[config.mk]
export PLATFORM = sky130hd
export DESIGN_NAME = fetch_unit
export DESIGN_NICKNAME = d
export VERILOG_FILES = /design/src/rtl/fetch_unit_pkg.sv /design/src/rtl/fetch_buffer.sv /design/src/rtl/fetch_unit.sv
export SDC_FILE = /design/constraint.sdc
export NUM_CORES = 1
export LEC_CHECK = 0
export BUFFER_PORTS_ARGS = -buffer_cell sky130_fd_sc_hd__buf_2
export CORE_MARGIN = 5
export CORE_UTILIZATION = 50
export CTS_CLUSTER_DIAMETER = 40
export DETAILED_ROUTE_END_ITERATION = 6
export MAX_ROUTING_LAYER = met4
export PLACE_DENSITY = 0.85
export SLEW_MARGIN = 15
export SYNTH_ARGS = -nofsm -noshare
export SYNTH_HDL_FRONTEND = slang
export SYNTH_SLANG_ARGS = --single-unit
[constraint.sdc]
create_clock -name i_clk -period 4.9 [get_ports i_clk]
set_input_delay 0.49 -clock i_clk [delete_from_list [all_inputs] [get_ports i_clk]]
set_output_delay 0.49 -clock i_clk [all_outputs]
set_load 0.1 [all_outputs]
[src/rtl/fetch_unit_pkg.sv]
// Shared types and constants for the instruction-fetch stage.
// Defines the FSM encoding, the prefetch entry layout and the default constants.
// Holds no logic or state.
package fetch_unit_pkg;

    localparam logic [31:0] NOP_INST_DEF = 32'h0000_0013;
    localparam logic [31:0] RESET_PC_DEF = 32'h0000_0000;

    typedef enum logic {
        FETCH_ST_FETCH   = 1'b0,
        FETCH_ST_DISCARD = 1'b1
    } fetch_st_e;

    typedef struct packed {
        logic [31:0] pc;
        logic [31:0] inst;
    } fetch_ent_t;

endpackage

[src/rtl/fetch_buffer.sv]
// Prefetch FIFO of {pc, inst} entries.
// The head is readable combinationally; push and pop take effect at the next clock edge.
// The caller never pushes while full without also popping; flush overrides push.
module fetch_buffer
    import fetch_unit_pkg::*;
#(
    parameter int DEPTH = 2
) (
    input  logic                     i_clk,
    input  logic                     i_rst,
    input  logic                     push,
    input  fetch_ent_t               push_dat,
    input  logic                     pop,
    input  logic                     flush,
    output fetch_ent_t               head,
    output logic [$clog2(DEPTH):0]   count
);

    localparam int AW = $clog2(DEPTH);
    localparam int CW = AW + 1;

    fetch_ent_t        mem [DEPTH];
    logic [AW-1:0]     rd_ptr;
    logic [AW-1:0]     wr_ptr;

    assign head = mem[rd_ptr];

    always_ff @(posedge i_clk) begin
        if (push) begin
            mem[wr_ptr] <= push_dat;
        end
    end

    always_ff @(posedge i_clk) begin
        if (i_rst || flush) begin
            rd_ptr <= '0;
            wr_ptr <= '0;
            count  <= '0;
        end else begin
            if (push) begin
                wr_ptr <= wr_ptr + AW'(1);
            end
            if (pop) begin
                rd_ptr <= rd_ptr + AW'(1);
            end
            case ({push, pop})
                2'b10:   count <= count + CW'(1);
                2'b01:   count <= count - CW'(1);
                default: count <= count;
            endcase
        end
    end

endmodule

[src/rtl/fetch_unit.sv]
// Instruction fetch: word reads over req/ack into a prefetch buffer feeding decode.
// Zero-wait memory gives one instruction per cycle; pc/inst come combinationally from the buffer head.
// A decode stall holds the head, and requests stop once the buffer is full.
module fetch_unit
    import fetch_unit_pkg::*;
#(
    parameter logic [31:0] RESET_PC = RESET_PC_DEF,
    parameter int          DEPTH    = 2,
    parameter logic [31:0] NOP_INST = NOP_INST_DEF
) (
    input  logic        i_clk,
    input  logic        i_rst,
    input  logic        i_stall,
    input  logic        i_b_taken,
    input  logic [31:0] i_b_pc,
    output logic        mem_req,
    output logic [31:0] mem_addr,
    input  logic        i_mem_ack,
    input  logic [31:0] i_mem_data,
    output logic [31:0] pc,
    output logic [31:0] inst,
    output logic        valid
);

    localparam int CW = $clog2(DEPTH) + 1;

    fetch_st_e      state;
    fetch_st_e      state_nxt;
    logic [31:0]    fetch_pc;
    logic [31:0]    fetch_pc_nxt;
    logic [31:0]    disc_addr;
    logic [31:0]    disc_addr_nxt;
    logic [CW-1:0]  count;
    fetch_ent_t     head;
    fetch_ent_t     push_dat;
    logic           push;
    logic           pop;
    logic           flush;

    assign valid    = (count != '0);
    assign pop      = valid && !i_stall;
    assign pc       = valid ? head.pc   : 32'h0;
    assign inst     = valid ? head.inst : NOP_INST;
    assign push_dat = '{pc: fetch_pc, inst: i_mem_data};

    always_comb begin
        mem_req       = 1'b0;
        mem_addr      = fetch_pc;
        state_nxt     = state;
        fetch_pc_nxt  = fetch_pc;
        disc_addr_nxt = disc_addr;
        push          = 1'b0;
        flush         = 1'b0;

        case (state)
            FETCH_ST_FETCH: begin
                mem_req = (count < CW'(DEPTH)) || pop;
            end
            FETCH_ST_DISCARD: begin
                mem_req  = 1'b1;
                mem_addr = disc_addr;
            end
            default: ;
        endcase

        // A request in flight during reset is abandoned, never completed.
        if (i_rst) begin
            mem_req = 1'b0;
        end

        if (i_b_taken) begin
            flush        = 1'b1;
            fetch_pc_nxt = {i_b_pc[31:2], 2'b00};
            if (state == FETCH_ST_FETCH && mem_req && !i_mem_ack) begin
                state_nxt     = FETCH_ST_DISCARD;
                disc_addr_nxt = fetch_pc;
            end else if (state == FETCH_ST_DISCARD && !i_mem_ack) begin
                state_nxt = FETCH_ST_DISCARD;
            end else begin
                state_nxt = FETCH_ST_FETCH;
            end
        end else if (mem_req && i_mem_ack) begin
            if (state == FETCH_ST_FETCH) begin
                push         = 1'b1;
                fetch_pc_nxt = fetch_pc + 32'd4;
            end else begin
                state_nxt = FETCH_ST_FETCH;
            end
        end
    end

    always_ff @(posedge i_clk) begin
        if (i_rst) begin
            state     <= FETCH_ST_FETCH;
            fetch_pc  <= RESET_PC;
            disc_addr <= RESET_PC;
        end else begin
            state     <= state_nxt;
            fetch_pc  <= fetch_pc_nxt;
            disc_addr <= disc_addr_nxt;
        end
    end

    fetch_buffer #(
        .DEPTH (DEPTH)
    ) u_buf (
        .i_clk    (i_clk),
        .i_rst    (i_rst),
        .push     (push),
        .push_dat (push_dat),
        .pop      (pop),
        .flush    (flush),
        .head     (head),
        .count    (count)
    );

endmodule

==> results of run 1 <==
cell type report:
class                   count  share of cell area
multi-input cells         470               0.305
flip-flops and latches    190               0.516
well taps                 216              0.0276
clock inverters            13              0.0142
inverters                   8             0.00307
repair buffers            167              0.0892
clock buffers              19              0.0452
logic make-up after synthesis:
kind of cell,after synthesis,share of synthesized area
xor gates and xnor gates,10,0.0106
buffers and inverters,58,0.0286
and+or+nand+nor,266,0.151
adders and majority gates,2,0.00304
AOI/OAI and AO/OA,99,0.0803
other,1,0.000456
muxes,89,0.112
DFF,190,0.613
cells in the final DEF (no fill, tap or decap), types with 5 or more instances in the layout:
| master | n |
|---|---|
| mux2i_1 | 62 |
| inv_1 | 8 |
| xnor2_1 | 5 |
| mux2_2 | 27 |
| nor4_1 | 8 |
| or3_1 | 9 |
| nand3_1 | 16 |
| nand2_1 | 88 |
| and3_1 | 7 |
| nand4_1 | 13 |
| buf_4 | 6 |
| nor3_1 | 6 |
| edfxtp_1 | 124 |
| nor2_1 | 89 |
| dfxtp_1 | 65 |
| a311oi_1 | 9 |
| a211oi_1 | 13 |
| and4_1 | 9 |
| xor2_1 | 5 |
| a21oi_1 | 32 |
| o21ai_0 | 19 |
| buf_2 | 160 |
| clkbuf_16 | 17 |
where the power goes:
part | switching [µW] | internal, µW
Sequential | 53.9 | 1750
Combinational | 328 | 93.7
Clock | 583 | 767
Total | 964 | 2610
metal layers:
metal,track usage,vias up,part of all wire
met5,-,-,0
met4,0.0801,0,0.027
met3,0.0472,40,0.074
met2,0.321,265,0.47
met1,0.251,2837,0.43
li1,-,2899,-
synth_stat cells, types with 3 or more instances:
cell | instances | area [µm²]
xor2_1 | 5 | 43.8
nand4_1 | 13 | 81.3
o21ai_0 | 19 | 95.1
nand2_1 | 88 | 330
o311ai_0 | 4 | 35.0
mux2_2 | 27 | 304
and3_1 | 7 | 43.8
dfxtp_1 | 66 | 1320
buf_4 | 4 | 30.0
and2_1 | 4 | 25.0
nor4_1 | 8 | 50.1
a32oi_1 | 3 | 26.3
a311oi_1 | 9 | 78.8
a211oi_1 | 13 | 97.6
o31ai_1 | 3 | 22.5
mux2i_1 | 62 | 621
xnor2_1 | 5 | 43.8
buf_1 | 7 | 26.3
inv_1 | 8 | 30.0
nand3_1 | 16 | 80.1
edfxtp_1 | 124 | 3720
nor2_1 | 92 | 345
or3_1 | 9 | 56.3
a21oi_1 | 32 | 160
nor3_1 | 6 | 30.0
clkbuf_1 | 37 | 139
and4_1 | 9 | 78.8
worst max path at each step:
stage / slack (ns) / end / startpoint
2_1_floorplan: 0.54 / u_buf.mem[0][0] / i_rst
3_3_place_gp: 1.81 / u_buf.mem[1][25] / i_rst
3_5_place_dp: 1.77 / u_buf.mem[1][25] / i_rst
4_1_cts: 1.86 / pc[18] / u_buf.count[1]
5_1_grt: 1.84 / mem_req / i_rst
6_report: 1.98 / mem_req / i_rst
sequential cells by signal, summed over array words and instances (netlist names), named ones only:
| signal | cells |
|---|---|
| disc_addr | 30 |
| state | 1 |
| u_buf.wr_ptr | 1 |
| fetch_pc | 30 |
| u_buf.mem | 124 |
| u_buf.rd_ptr | 1 |
| u_buf.count | 2 |
metrics by stage:
stage          setup WS (ns)  power [µW]  hold WS, ns  instances
2_1_floorplan          0.539        2160        0.424        718
3_3_place_gp            1.81        2250        0.438       1050
3_5_place_dp            1.77        2260        0.446       1050
4_1_cts                 1.86        3590        0.235       1082
5_1_grt                 1.84        3700        0.231       1083
6_report                1.98        3570        0.250       1083
==> flow_metrics.env, run 1 <==
export IMPL_vias=6041
export IMPL_gr_usage_all_layers=0.202
export IMPL_htreeDepth=4
export IMPL_maxCapViolCount=0
export IMPL_synth_edff_count=124
export IMPL_drc_errors=0
export IMPL_start_kind="input port"
export IMPL_io_buffers=160
export IMPL_clock_sinks=190
export IMPL_path_depth=4
export IMPL_layout_nets=925
export IMPL_antenna_found_initial=0
export IMPL_via_per_inst=5.58
export IMPL_hold_viol=0
export IMPL_final_area_um2=9790
export IMPL_drv_slew=0
export IMPL_rsz0062_at_grt="false"
export IMPL_syn_area_per_cell_um2=11.5
export IMPL_dpl_hpwl_um=12300
export IMPL_critPathMaxStageDelay_ns=0.76
export IMPL_worst_pin_slew_ns=1.09
export IMPL_hold_path_class="input port to flop"
export IMPL_min_period_ns=2.92
export IMPL_path_cells="buf_2 > inv_1 > o21a_1 > buf_2"
export IMPL_cts_root_buf="clkbuf_16"
export IMPL_clk_pin_slew_worst_paths_ns=0.06
export IMPL_arrival_ns=2.43
export IMPL_postCtsHoldBufs=0
export IMPL_relSlewSlack=0.273
export IMPL_tritoncts="done"
export IMPL_required_ns=4.41
export IMPL_power_density_nw_per_um2=365
export IMPL_routed_wl_um=18800
export IMPL_rr_endpoint="u_buf.mem[1][24]"
export IMPL_min_delay_start="i_mem_data[2]"
export IMPL_clkLatencyLatePin_ns=0.43
export IMPL_wl_per_cell_um=17.3
export IMPL_die_y_um=138
export IMPL_ff_latch_area_um2=5050
export IMPL_area_delta_synth_final_pct=19.0
export IMPL_first_pass_iters=7
export IMPL_synth_cell_types=51
export IMPL_holdPathEnd="u_buf.mem[1][2]"
export IMPL_critPathMaxFanout=54
export IMPL_drive_gt1_frac=0.270
export IMPL_die_w_um=138
export IMPL_place_gp_congestion=0.888
export IMPL_fillCellCount=1285
export IMPL_leakage_uw=0.00355
export IMPL_postPlaceCellArea_um2=9180
export IMPL_cp_slowest_cell="buf_2"
export IMPL_crit_buf_inv=3
export IMPL_core_area_um2=16000
export IMPL_grt_pass1_wl_um=30300
export IMPL_cts_buffer_depth=2
export IMPL_syn_inst=715
export IMPL_antenna_left=0
export IMPL_overflow=0
export IMPL_yosys_warnings=0
export IMPL_rows=46
export IMPL_ios=167
export IMPL_synth_seq_cells=190
export IMPL_netlist_area_um2=8230
export IMPL_setup_viol=0
export IMPL_status="finished, final reports clean"
export IMPL_cts_resized=0
export IMPL_fp_dieArea_um2=19100
export IMPL_holdPathStages=1
export IMPL_critPathTopFamily="buffers and inverters"
export IMPL_grt_start_max_net_pins=63
export IMPL_crit_type="input port to primary output"
export IMPL_first_iter_violations=460
export IMPL_synthFlopType="edfxtp_1"
export IMPL_fin_util=0.612
export IMPL_grt_pass1_vias=6017
export IMPL_max_vdd_ir_drop_v=0.000247
export IMPL_rrSetupSlack_ns=2.46
export IMPL_diodes=0
export IMPL_fin_tns_setup_ns=0
export IMPL_r2r_start="u_buf.count[1]"
export IMPL_cp_common_cell="buf_2"
export IMPL_postCtsSetupBuffers=0
export IMPL_period_share=0.595
export IMPL_ys_seq_area_frac=0.613
export IMPL_worst_setup_path_end_kind="primary output"
export IMPL_async_flop_share=0
export IMPL_multi_input_area_um2=2990
export IMPL_finClkSkew_ns=0.00898
export IMPL_initial_core_util=0.514
export IMPL_max_freq_ghz=0.343
export IMPL_cts_made_buffers=17
export IMPL_r2r_cells=4
Power figures use the tool's default switching activity.
==> run 2, diff against run 1 <==
Settings changed: ABC_AREA set to 1, PLACE_DENSITY 0.85 to 0.87.
Clock period 4.9 ns to 2.6 ns, I/O delays scaled along.
==> run 2 against run 1 <==
Hold slack got worse by 0.22 ns. Wire length rose by 14%. Clock power rose by 89%. Sequential power rose by 89%.
==> flow_metrics.env, run 2 <==
export IMPL_start_kind="flop"
export IMPL_leakage_uw=0.00426
export IMPL_cts_root_buf="clkbuf_16"
export IMPL_die_w_um=139
export IMPL_arrival_ns=2.11
export IMPL_maxCapViolCount=0
export IMPL_finClkSkew_ns=0.0102
export IMPL_clkLatencyLatePin_ns=0.42
export IMPL_relSlewSlack=0.554
export IMPL_required_ns=2.34
export IMPL_first_iter_violations=660
export IMPL_wl_per_cell_um=16.0
export IMPL_path_cells="buf_4 > nand2_1 > o21ai_0 > buf_2"
export IMPL_drv_slew=0
export IMPL_yosys_warnings=0
export IMPL_postCtsHoldBufs=0
export IMPL_tritoncts="done"
export IMPL_preCtsSetupSlack_ns=0.492
export IMPL_power_density_nw_per_um2=643
export IMPL_min_period_ns=2.37
export IMPL_synthFlopType="edfxtp_1"
export IMPL_total_power_uw=6930
export IMPL_cts_made_buffers=17
export IMPL_critPathMaxStageDelay_ns=0.58
export IMPL_place_gp_congestion=0.871
export IMPL_period_share=0.912
export IMPL_hold_path_class="input port to flop"
export IMPL_synth_edff_count=124
export IMPL_worst_pin_slew_ns=0.669
export IMPL_ys_seq_area_frac=0.605
export IMPL_clock_sinks=190
export IMPL_largest_reg_flops=124
export IMPL_max_freq_ghz=0.422
export IMPL_critPathMaxFanout=31
export IMPL_fin_util=0.655
export IMPL_drc_errors=0
export IMPL_worst_setup_path_end_kind="primary output"
export IMPL_gr_usage_all_layers=0.227
export IMPL_post_synth_main_area_contributors="edfxtp_1, dfxtp_1, nand2_1, nor2_1, a21oi_1"
export IMPL_regMostFlops="u_buf.mem"
export IMPL_synth_top_cell_by_area="edfxtp_1"
export IMPL_cp_slowest_cell="dfxtp_2"
export IMPL_rows=47
export IMPL_grt_start_max_net_pins=63
export IMPL_initial_core_util=0.507
export IMPL_die_y_um=139
export IMPL_synth_cell_types=36
export IMPL_drive_gt1_frac=0.257
export IMPL_final_cell_mix="nand2_1, edfxtp_1, buf_2, nor2_1, dfxtp_1"
export IMPL_ios=167
export IMPL_finalHoldWorstSlack_ns=0.0277
export IMPL_antenna_found_initial=0
export IMPL_netlist_area_um2=8340
export IMPL_io_buffers=160
export IMPL_grt_pass1_wl_um=34300
export IMPL_synth_top_area_share=0.446
export IMPL_routed_wl_um=21400
export IMPL_netlist_top_cells_count="nand2_1, edfxtp_1, nor2_1, a21oi_1, dfxtp_1"
export IMPL_rsz0062_at_grt="false"
export IMPL_setup_viol=0
export IMPL_hold_viol=0
export IMPL_dpl_hpwl_um=14700
export IMPL_overflow=0
export IMPL_yosysMostFrequentCell="nand2_1"
export IMPL_worst_slack_ns=0.229
export IMPL_syn_inst=955
export IMPL_crit_type="flop to primary output"
export IMPL_largest_registers="u_buf.mem x124, disc_addr x30, fetch_pc x30"
export IMPL_clk_pin_slew_worst_paths_ns=0.07
export IMPL_vias=7137
export IMPL_fp_dieArea_um2=19400
export IMPL_final_common_cell="nand2_1"
export IMPL_max_vdd_ir_drop_v=0.000486
export IMPL_synth_seq_cells=190
export IMPL_first_pass_iters=5
export IMPL_area_delta_synth_final_pct=29.3
export IMPL_grt_pass1_vias=6942
export IMPL_antenna_left=0
export IMPL_syn_area_per_cell_um2=8.73
export IMPL_async_flop_share=0
export IMPL_cts_buffer_depth=2
export IMPL_htreeDepth=4
export IMPL_diodes=0
export IMPL_via_per_inst=5.32
export IMPL_status="finished, final reports clean"
export IMPL_core_area_um2=16500
export IMPL_layout_nets=1179
[run 2: layout make-up]
class                      instances  area (µm²)
clock buffer                      22         474
clock inverter                    10         114
fill                            1242        5680
inverter                          49         188
multi-input combinational        670        3130
sequential                       190        5050
tap                              220         275
timing repair buffer             180        1560
[run 2: logic make-up after synthesis]
kind of cell,after synthesis,share of synthesized area
XOR/XNOR,8,0.00840
buffers and inverters,98,0.0504
other,1,0.000450
adder cells (fa/ha/maj),2,0.00300
AO/OA/AOI/OAI,162,0.100
flip-flops,190,0.605
AND/OR/NAND/NOR,494,0.233
[run 2: final timing paths]
| path | start | endpoint | slack, ns | cells after the start |
|---|---|---|---|---|
| max | state | mem_addr[28] | 0.23 | 4 |
| min | i_mem_data[24] | u_buf.mem[0][24] | 0.03 | 1 |
| max reg2reg | fetch_pc[2] | fetch_pc[28] | 0.48 | 9 |
| min reg2reg | disc_addr[24] | disc_addr[24] | 0.49 | 2 |
[run 2: report_power, final]
group,switching (µW),internal [µW]
Combinational,742,236
Sequential,97.5,3310
Clock,1060,1490
[run 2: metrics by stage]
step | instance area, µm² | instances | setup TNS, ns
after floorplan | 8590 | 958 | -6.71
after global placement | 10200 | 1309 | 0
after detailed placement | 10200 | 1309 | 0
after CTS | 10800 | 1341 | 0
after global routing | 10800 | 1341 | 0
final | 10800 | 1341 | 0
[run 2: layer usage]
| layer | part of all wire | GRT usage |
|---|---|---|
| met3 | 0.097 | 0.0469 |
| met5 | 0 | - |
| met4 | 0.030 | 0.0937 |
| met1 | 0.38 | 0.280 |
| met2 | 0.49 | 0.367 |
[run 2: critical path: cells and delay by family (launching register included)]
family | cells | cell delay (ns)
buf+inv | 2 | 0.87
flops | 1 | 0.58
simple gates | 1 | 0.11
compound gates | 1 | 0.11
[run 2: what timing repair did]
item | CTS | global route
resized for setup | 1 | 0
setup endpoints to repair | 1 | 0
setup buffers | 0 | 0
